## config.mk

```make
export PLATFORM = sky130hd
export DESIGN_NAME = demod_segment_correlator
export DESIGN_NICKNAME = d
export VERILOG_FILES = /design/src/rtl/demod_segment_correlator.sv
export SDC_FILE = /design/constraint.sdc
export NUM_CORES = 2
export LEC_CHECK = 0
export CAP_MARGIN = 10
export CORE_ASPECT_RATIO = 1.25
export CORE_MARGIN = 2
export CORE_UTILIZATION = 50
export CTS_CLUSTER_SIZE = 40
export DETAILED_ROUTE_END_ITERATION = 16
export PLACE_DENSITY_LB_ADDON = 0.15
export RECOVER_POWER = 100
export SYNTH_ARGS = -nofsm -noshare
export SYNTH_HDL_FRONTEND = slang
export SYNTH_SLANG_ARGS = --single-unit
```

## constraint.sdc

```tcl
create_clock -name clk -period 3 [get_ports clk]
set_clock_uncertainty 0.2 [all_clocks]
set_input_delay 0.9 -clock clk [delete_from_list [all_inputs] [get_ports clk]]
set_output_delay 0.9 -clock clk [all_outputs]
set_load 0.01 [all_outputs]
```

## src/rtl/demod_segment_correlator.sv

```systemverilog
// Purpose : correlates a sample stream against a reference waveform over a bit period and decides the bit.
// Latency : result valid on the 2nd rising edge after the edge that accepts the last sample of a bit.
// Backpressure: one-entry output register; a decision arriving while it is full and not drained is dropped (sticky overflow).
//
// Ports:
//   clk, reset            - single clock, asynchronous active-low reset
//   in_valid, bit_start   - sample qualifier and first-sample-of-bit marker
//   sample, array_ref_wire- signed DATA_W received sample and paired reference sample
//   out_valid, out_ready  - held-result handshake to the consumer
//   bit_out, corr_out     - decided bit (1 = matches -ref) and signed correlation sum
//   overflow, misalign    - sticky error flags, cleared only by reset
module demod_segment_correlator #(
    parameter int SAMPLES_PER_BIT = 8,
    parameter int DATA_W          = 32
) (
    input  logic                  clk,
    input  logic                  reset,
    input  logic                  in_valid,
    input  logic                  bit_start,
    input  logic [DATA_W-1:0]     sample,
    input  logic [DATA_W-1:0]     array_ref_wire,
    output logic                  out_valid,
    input  logic                  out_ready,
    output logic                  bit_out,
    output logic [2*DATA_W+7:0]   corr_out,
    output logic                  overflow,
    output logic                  misalign
);

    localparam int PROD_W = 2 * DATA_W;
    localparam int ACC_W  = 2 * DATA_W + 8;
    localparam int CNT_W  = $clog2(SAMPLES_PER_BIT);
    localparam logic [CNT_W-1:0] LAST_IDX = CNT_W'(SAMPLES_PER_BIT - 1);

    typedef enum logic {
        ST_IDLE  = 1'b0,
        ST_ACCUM = 1'b1
    } state_t;

    // ------------------------------------------------------------------
    // State
    // ------------------------------------------------------------------
    logic                     run_q;
    state_t                   state_q,   state_d;
    logic [CNT_W-1:0]         cnt_q,     cnt_d;

    logic signed [PROD_W-1:0] prod_q,    prod_d;
    logic                     p1_vld_q,  p1_vld_d;
    logic                     p1_start_q, p1_start_d;
    logic                     p1_last_q, p1_last_d;

    logic signed [ACC_W-1:0]  acc_q,     acc_d;
    logic                     dec_q,     dec_d;

    logic                     ov_vld_q,  ov_vld_d;
    logic                     ov_bit_q,  ov_bit_d;
    logic [ACC_W-1:0]         ov_corr_q, ov_corr_d;
    logic                     overflow_q, overflow_d;
    logic                     misalign_q, misalign_d;

    // ------------------------------------------------------------------
    // Input acceptance and product
    // ------------------------------------------------------------------
    // run_q rises on the first edge after reset release, so the earliest
    // sample that can be accepted lands on the second edge after release.
    logic samp_acc;
    assign samp_acc = in_valid & run_q;

    // Sign-extend both operands to the product width so the multiply is
    // exact; the true product always fits in 2*DATA_W signed bits.
    logic signed [PROD_W-1:0] sample_ext;
    logic signed [PROD_W-1:0] ref_ext;
    logic signed [PROD_W-1:0] prod_full;

    assign sample_ext = $signed({{DATA_W{sample[DATA_W-1]}}, sample});
    assign ref_ext    = $signed({{DATA_W{array_ref_wire[DATA_W-1]}}, array_ref_wire});
    assign prod_full  = sample_ext * ref_ext;

    // ------------------------------------------------------------------
    // Bit framing FSM: decides which accepted samples belong to a bit and
    // tags the first and last of them.
    // ------------------------------------------------------------------
    always_comb begin
        state_d    = state_q;
        cnt_d      = cnt_q;
        misalign_d = misalign_q;
        p1_vld_d   = 1'b0;
        p1_start_d = 1'b0;
        p1_last_d  = 1'b0;
        prod_d     = prod_q;

        case (state_q)
            ST_IDLE: begin
                // Samples without bit_start are dropped while idle.
                if (samp_acc && bit_start) begin
                    p1_vld_d   = 1'b1;
                    p1_start_d = 1'b1;
                    cnt_d      = CNT_W'(1);
                    state_d    = ST_ACCUM;
                end
            end
            ST_ACCUM: begin
                if (samp_acc) begin
                    p1_vld_d = 1'b1;
                    if (bit_start) begin
                        // Early start: abandon the partial bit and restart here.
                        p1_start_d = 1'b1;
                        cnt_d      = CNT_W'(1);
                        misalign_d = 1'b1;
                    end else if (cnt_q == LAST_IDX) begin
                        p1_last_d = 1'b1;
                        cnt_d     = '0;
                        state_d   = ST_IDLE;
                    end else begin
                        cnt_d = cnt_q + CNT_W'(1);
                    end
                end
            end
            default: begin
                state_d = ST_IDLE;
                cnt_d   = '0;
            end
        endcase

        if (samp_acc) begin
            prod_d = prod_full;
        end
    end

    // ------------------------------------------------------------------
    // Accumulator: a start product loads, others add.
    // ------------------------------------------------------------------
    logic signed [ACC_W-1:0] prod_acc_ext;
    assign prod_acc_ext = $signed({{(ACC_W - PROD_W){prod_q[PROD_W-1]}}, prod_q});

    always_comb begin
        acc_d = acc_q;
        if (p1_vld_q) begin
            if (p1_start_q) begin
                acc_d = prod_acc_ext;
            end else begin
                acc_d = acc_q + prod_acc_ext;
            end
        end
        // The final sum is in acc_q one cycle after the last product lands.
        dec_d = p1_vld_q & p1_last_q;
    end

    // ------------------------------------------------------------------
    // Output holding register
    // ------------------------------------------------------------------
    always_comb begin
        ov_vld_d   = ov_vld_q;
        ov_bit_d   = ov_bit_q;
        ov_corr_d  = ov_corr_q;
        overflow_d = overflow_q;

        if (dec_q) begin
            // A drain in the same cycle frees the slot for the new decision.
            if (!ov_vld_q || out_ready) begin
                ov_vld_d  = 1'b1;
                ov_bit_d  = acc_q[ACC_W-1];
                ov_corr_d = acc_q;
            end else begin
                overflow_d = 1'b1;
            end
        end else if (ov_vld_q && out_ready) begin
            ov_vld_d  = 1'b0;
            ov_bit_d  = 1'b0;
            ov_corr_d = '0;
        end
    end

    // ------------------------------------------------------------------
    // Registers
    // ------------------------------------------------------------------
    always_ff @(posedge clk or negedge reset) begin
        if (!reset) begin
            run_q      <= 1'b0;
            state_q    <= ST_IDLE;
            cnt_q      <= '0;
            prod_q     <= '0;
            p1_vld_q   <= 1'b0;
            p1_start_q <= 1'b0;
            p1_last_q  <= 1'b0;
            acc_q      <= '0;
            dec_q      <= 1'b0;
            ov_vld_q   <= 1'b0;
            ov_bit_q   <= 1'b0;
            ov_corr_q  <= '0;
            overflow_q <= 1'b0;
            misalign_q <= 1'b0;
        end else begin
            run_q      <= 1'b1;
            state_q    <= state_d;
            cnt_q      <= cnt_d;
            prod_q     <= prod_d;
            p1_vld_q   <= p1_vld_d;
            p1_start_q <= p1_start_d;
            p1_last_q  <= p1_last_d;
            acc_q      <= acc_d;
            dec_q      <= dec_d;
            ov_vld_q   <= ov_vld_d;
            ov_bit_q   <= ov_bit_d;
            ov_corr_q  <= ov_corr_d;
            overflow_q <= overflow_d;
            misalign_q <= misalign_d;
        end
    end

    assign out_valid = ov_vld_q;
    assign bit_out   = ov_bit_q;
    assign corr_out  = ov_corr_q;
    assign overflow  = overflow_q;
    assign misalign  = misalign_q;

endmodule

```

==> out/results.txt <==
Setup ws final -> -4.76 ns
Final Hold Viols -> 0
Final setup violation count -> 110
CP required -> 3.20 ns
Share of layout cells above drive strength 1 -> 28.4%
Via count -> 40,200
Initial Util -> 50.3%
Run status -> complete, but fails checks
Die Span Y -> 353 µm
Library cells used by synthesis -> 83
Synth top area share -> 44.4%
Vias in the first global route -> 43,200
Global-route wire length before repair -> 237,000 µm
Clock slew at reported path FFs -> 0.07 ns
Mean Syn Cell Area -> 9.26 µm²
Synth Net Count -> 6,680
Initial antenna violation count -> 2
HP Class -> reg -> reg
Final core utilization -> 66.5%
CP Data Arrival Time -> 7.97 ns
Gp weighted congestion -> 0.925
Area grow syn2layout -> 32.2%
Crit path time final -> 7.76 ns
Routed WL -> 152,000 µm
Via/cell ratio -> 5.36
Clock tree from TritonCTS -> done
Critical path fanouts, max -> 8
Register area -> 5510 µm²
CTS sink cnt -> 220
Final nets -> 7,584
Post-synth EDFFs -> 0
Fmax -> 129 MHz
Failing checks -> negative setup slack
Row cnt -> 128
Period utilisation layout -> 259%
Pre-CTS WS -> -5.93 ns
Hpwl dp -> 115,000 µm
H-Tree Depth -> 1
Drt pass-1 iters -> 6
Top_reg_cell synth -> dfrtp_1
Clock root buffer master -> clkbuf_16
FFs w/ async S/R, synth -> 100%
Sequential cell area fraction in the yosys report -> 11.3%
Drt drc -> 0
Overall Global Routing Usage -> 30.0%
FILL cells -> 7,782
I/O Buffers -> 144
Die width -> 283 µm
Grt total ovfl -> 0
YS warnings -> 0
RSZ-0062 raised after global routing -> yes
Post-Synthesis Cell Area -> 48,800 µm²
Worst-Margin Slew -> 1.39 ns
Yosys reg bits -> 220
Dominant cell type by area after synthesis -> fa_1
Max-slew violations -> 0
Cell count after synthesis -> 5,271
TritonCTS buffer count -> 20
CP Buf/Inv Count -> 7
Cell mode on critical path -> fa_1
Routed WL per cell -> 20.3 µm
CP Class -> in -> reg
Worst Setup Start Kind -> primary input
Largest net degree at the start of global routing -> 132
Placed cells -> 7,232
Hold_buf cts -> 0
Maximum clock path buffer count -> 3
CP max-delay cell -> fa_2
Boundary Pins -> 145
Finished Layout Cells -> 7,489
Synth area leaders -> fa_1 (44%), dfrtp_1 (11%), inv_1 (7.6%)
Iteration-0 DRC Markers -> 2,328
Slowest stage delay, CP -> 0.62 ns
Antenna cell count -> 0
Die Area -> 100,000 µm²
MaxCap Viol Count -> 0
Core box area -> 97,100 µm²
Slew margin rel. -> 7.04%
Antenna Violating Nets Remaining -> 0
Family with the most delay on the worst path -> adder cells
CP endpoint kind -> register
Multi-input gate area in the final layout -> 41,200 µm²
Clk_lat worst skew -> 0.53 ns
==> sequential cells by signal, summed over array words and instances, names as in the netlist, 3 cells and up <==
register and cells:
corr_out 71, prod_q 64, acc_q 72, cnt_q 3
==> cells in the mapped netlist, types with 10 or more instances <==
library cell / count
a211oi_1: 14
a21o_1: 72
a21oi_1: 239
a22o_1: 73
a31oi_1: 24
and2_1: 529
and3_1: 16
buf_2: 10
clkbuf_1: 284
dfrtp_1: 220
fa_1: 1083
ha_1: 257
inv_1: 991
mux2i_1: 11
nand2_1: 668
nand2b_1: 20
nand3_1: 39
nand4_1: 37
nor2_1: 184
nor2b_1: 17
nor3_1: 16
o211ai_1: 13
o21a_1: 22
o21ai_0: 141
o21ai_1: 11
o21bai_1: 31
xnor2_1: 70
xor2_1: 63
==> cells in the final DEF (no fill, tap or decap), drive strengths merged, types with 5 or more instances in the layout <==
cell type      instances
fa                  1083
buf                 1039
inv                  990
nand2                668
and2                 529
ha                   257
a21oi                239
dfrtp                220
nor2                 184
o21ai                153
dlygate4sd3           79
a22o                  73
a21o                  72
xnor2                 70
xor2                  63
clkbuf                62
nand3                 40
nand4                 37
o21bai                31
a31oi                 24
o21a                  22
nand2b                20
nor3                  18
bufbuf                17
nor2b                 17
and3                  16
a211oi                16
o211ai                14
mux2i                 11
clkinv                10
a221oi                 9
o31ai                  9
a211o                  6
a21boi                 6
dlygate4sd2            5
clkdlybuf4s15          5
o2111ai                5
==> kinds of logic after synthesis <==
| group | synth area share, % |
|---|---|
| mux | 0.272 |
| compound gates | 9.71 |
| buf+inv | 9.98 |
| xor+xnor | 2.39 |
| other cells | 0.00769 |
| simple gates | 15.3 |
| flops | 11.3 |
| fa+ha+maj | 51.0 |
==> path summary, 6_finish.rpt <==
path / start / end / slack [ns] / cells past startpoint
max: sample[10] / prod_q[59] / -4.76 / 27
min: misalign / misalign / 0.26 / 1
max reg2reg: prod_q[0] / acc_q[68] / -0.53 / 14
min reg2reg: misalign / misalign / 0.26 / 1
max in group asynchronous: reset / acc_q[3] / 0.47 / 2
min in group asynchronous: reset / acc_q[59] / 0.40 / 1
==> metal layers <==
metal | global-route usage, % | vias up | wire length, µm
met4 | 11.9 | 4 | 9590
met2 | 51.4 | 1489 | 73100
met3 | 3.18 | 438 | 9010
li1 | - | 17900 | -
met5 | 0 | - | 35
met1 | 39.3 | 20300 | 60100
==> final cells by class <==
class,count,area share (%)
Clock buffer,23,0.842
Clock inverter,13,0.190
Inverter,991,5.79
Multi-Input combinational cell,3758,63.9
Sequential cell,220,8.54
Tap cell,1300,2.52
Timing Repair Buffer,1184,18.2
==> repair_timing <==
| item | 4_1_cts | 5_1_grt |
|---|---|---|
| gates cloned | 33 | 13 |
| pin swaps | 334 | 323 |
| setup endpoints to repair | 108 | 114 |
| resized for setup | 637 | 429 |
| buffers inserted | 134 | 65 |
==> through the flow <==
stage | hold WS (ns) | setup TNS [ns] | cell area, µm²
finish | 0.255 | -248.91 | 64500
global route | 0.280 | -270.33 | 64500
CTS | 0.0698 | -249.19 | 62900
detailed placement | 0.248 | -310.92 | 58600
global placement | 0.244 | -307.31 | 58600
floorplan | 0.228 | -226.00 | 50100
Power is left out: the tool's default activity adds up to more than one toggle a clock period on the data nets, which glitch-free logic cannot reach.
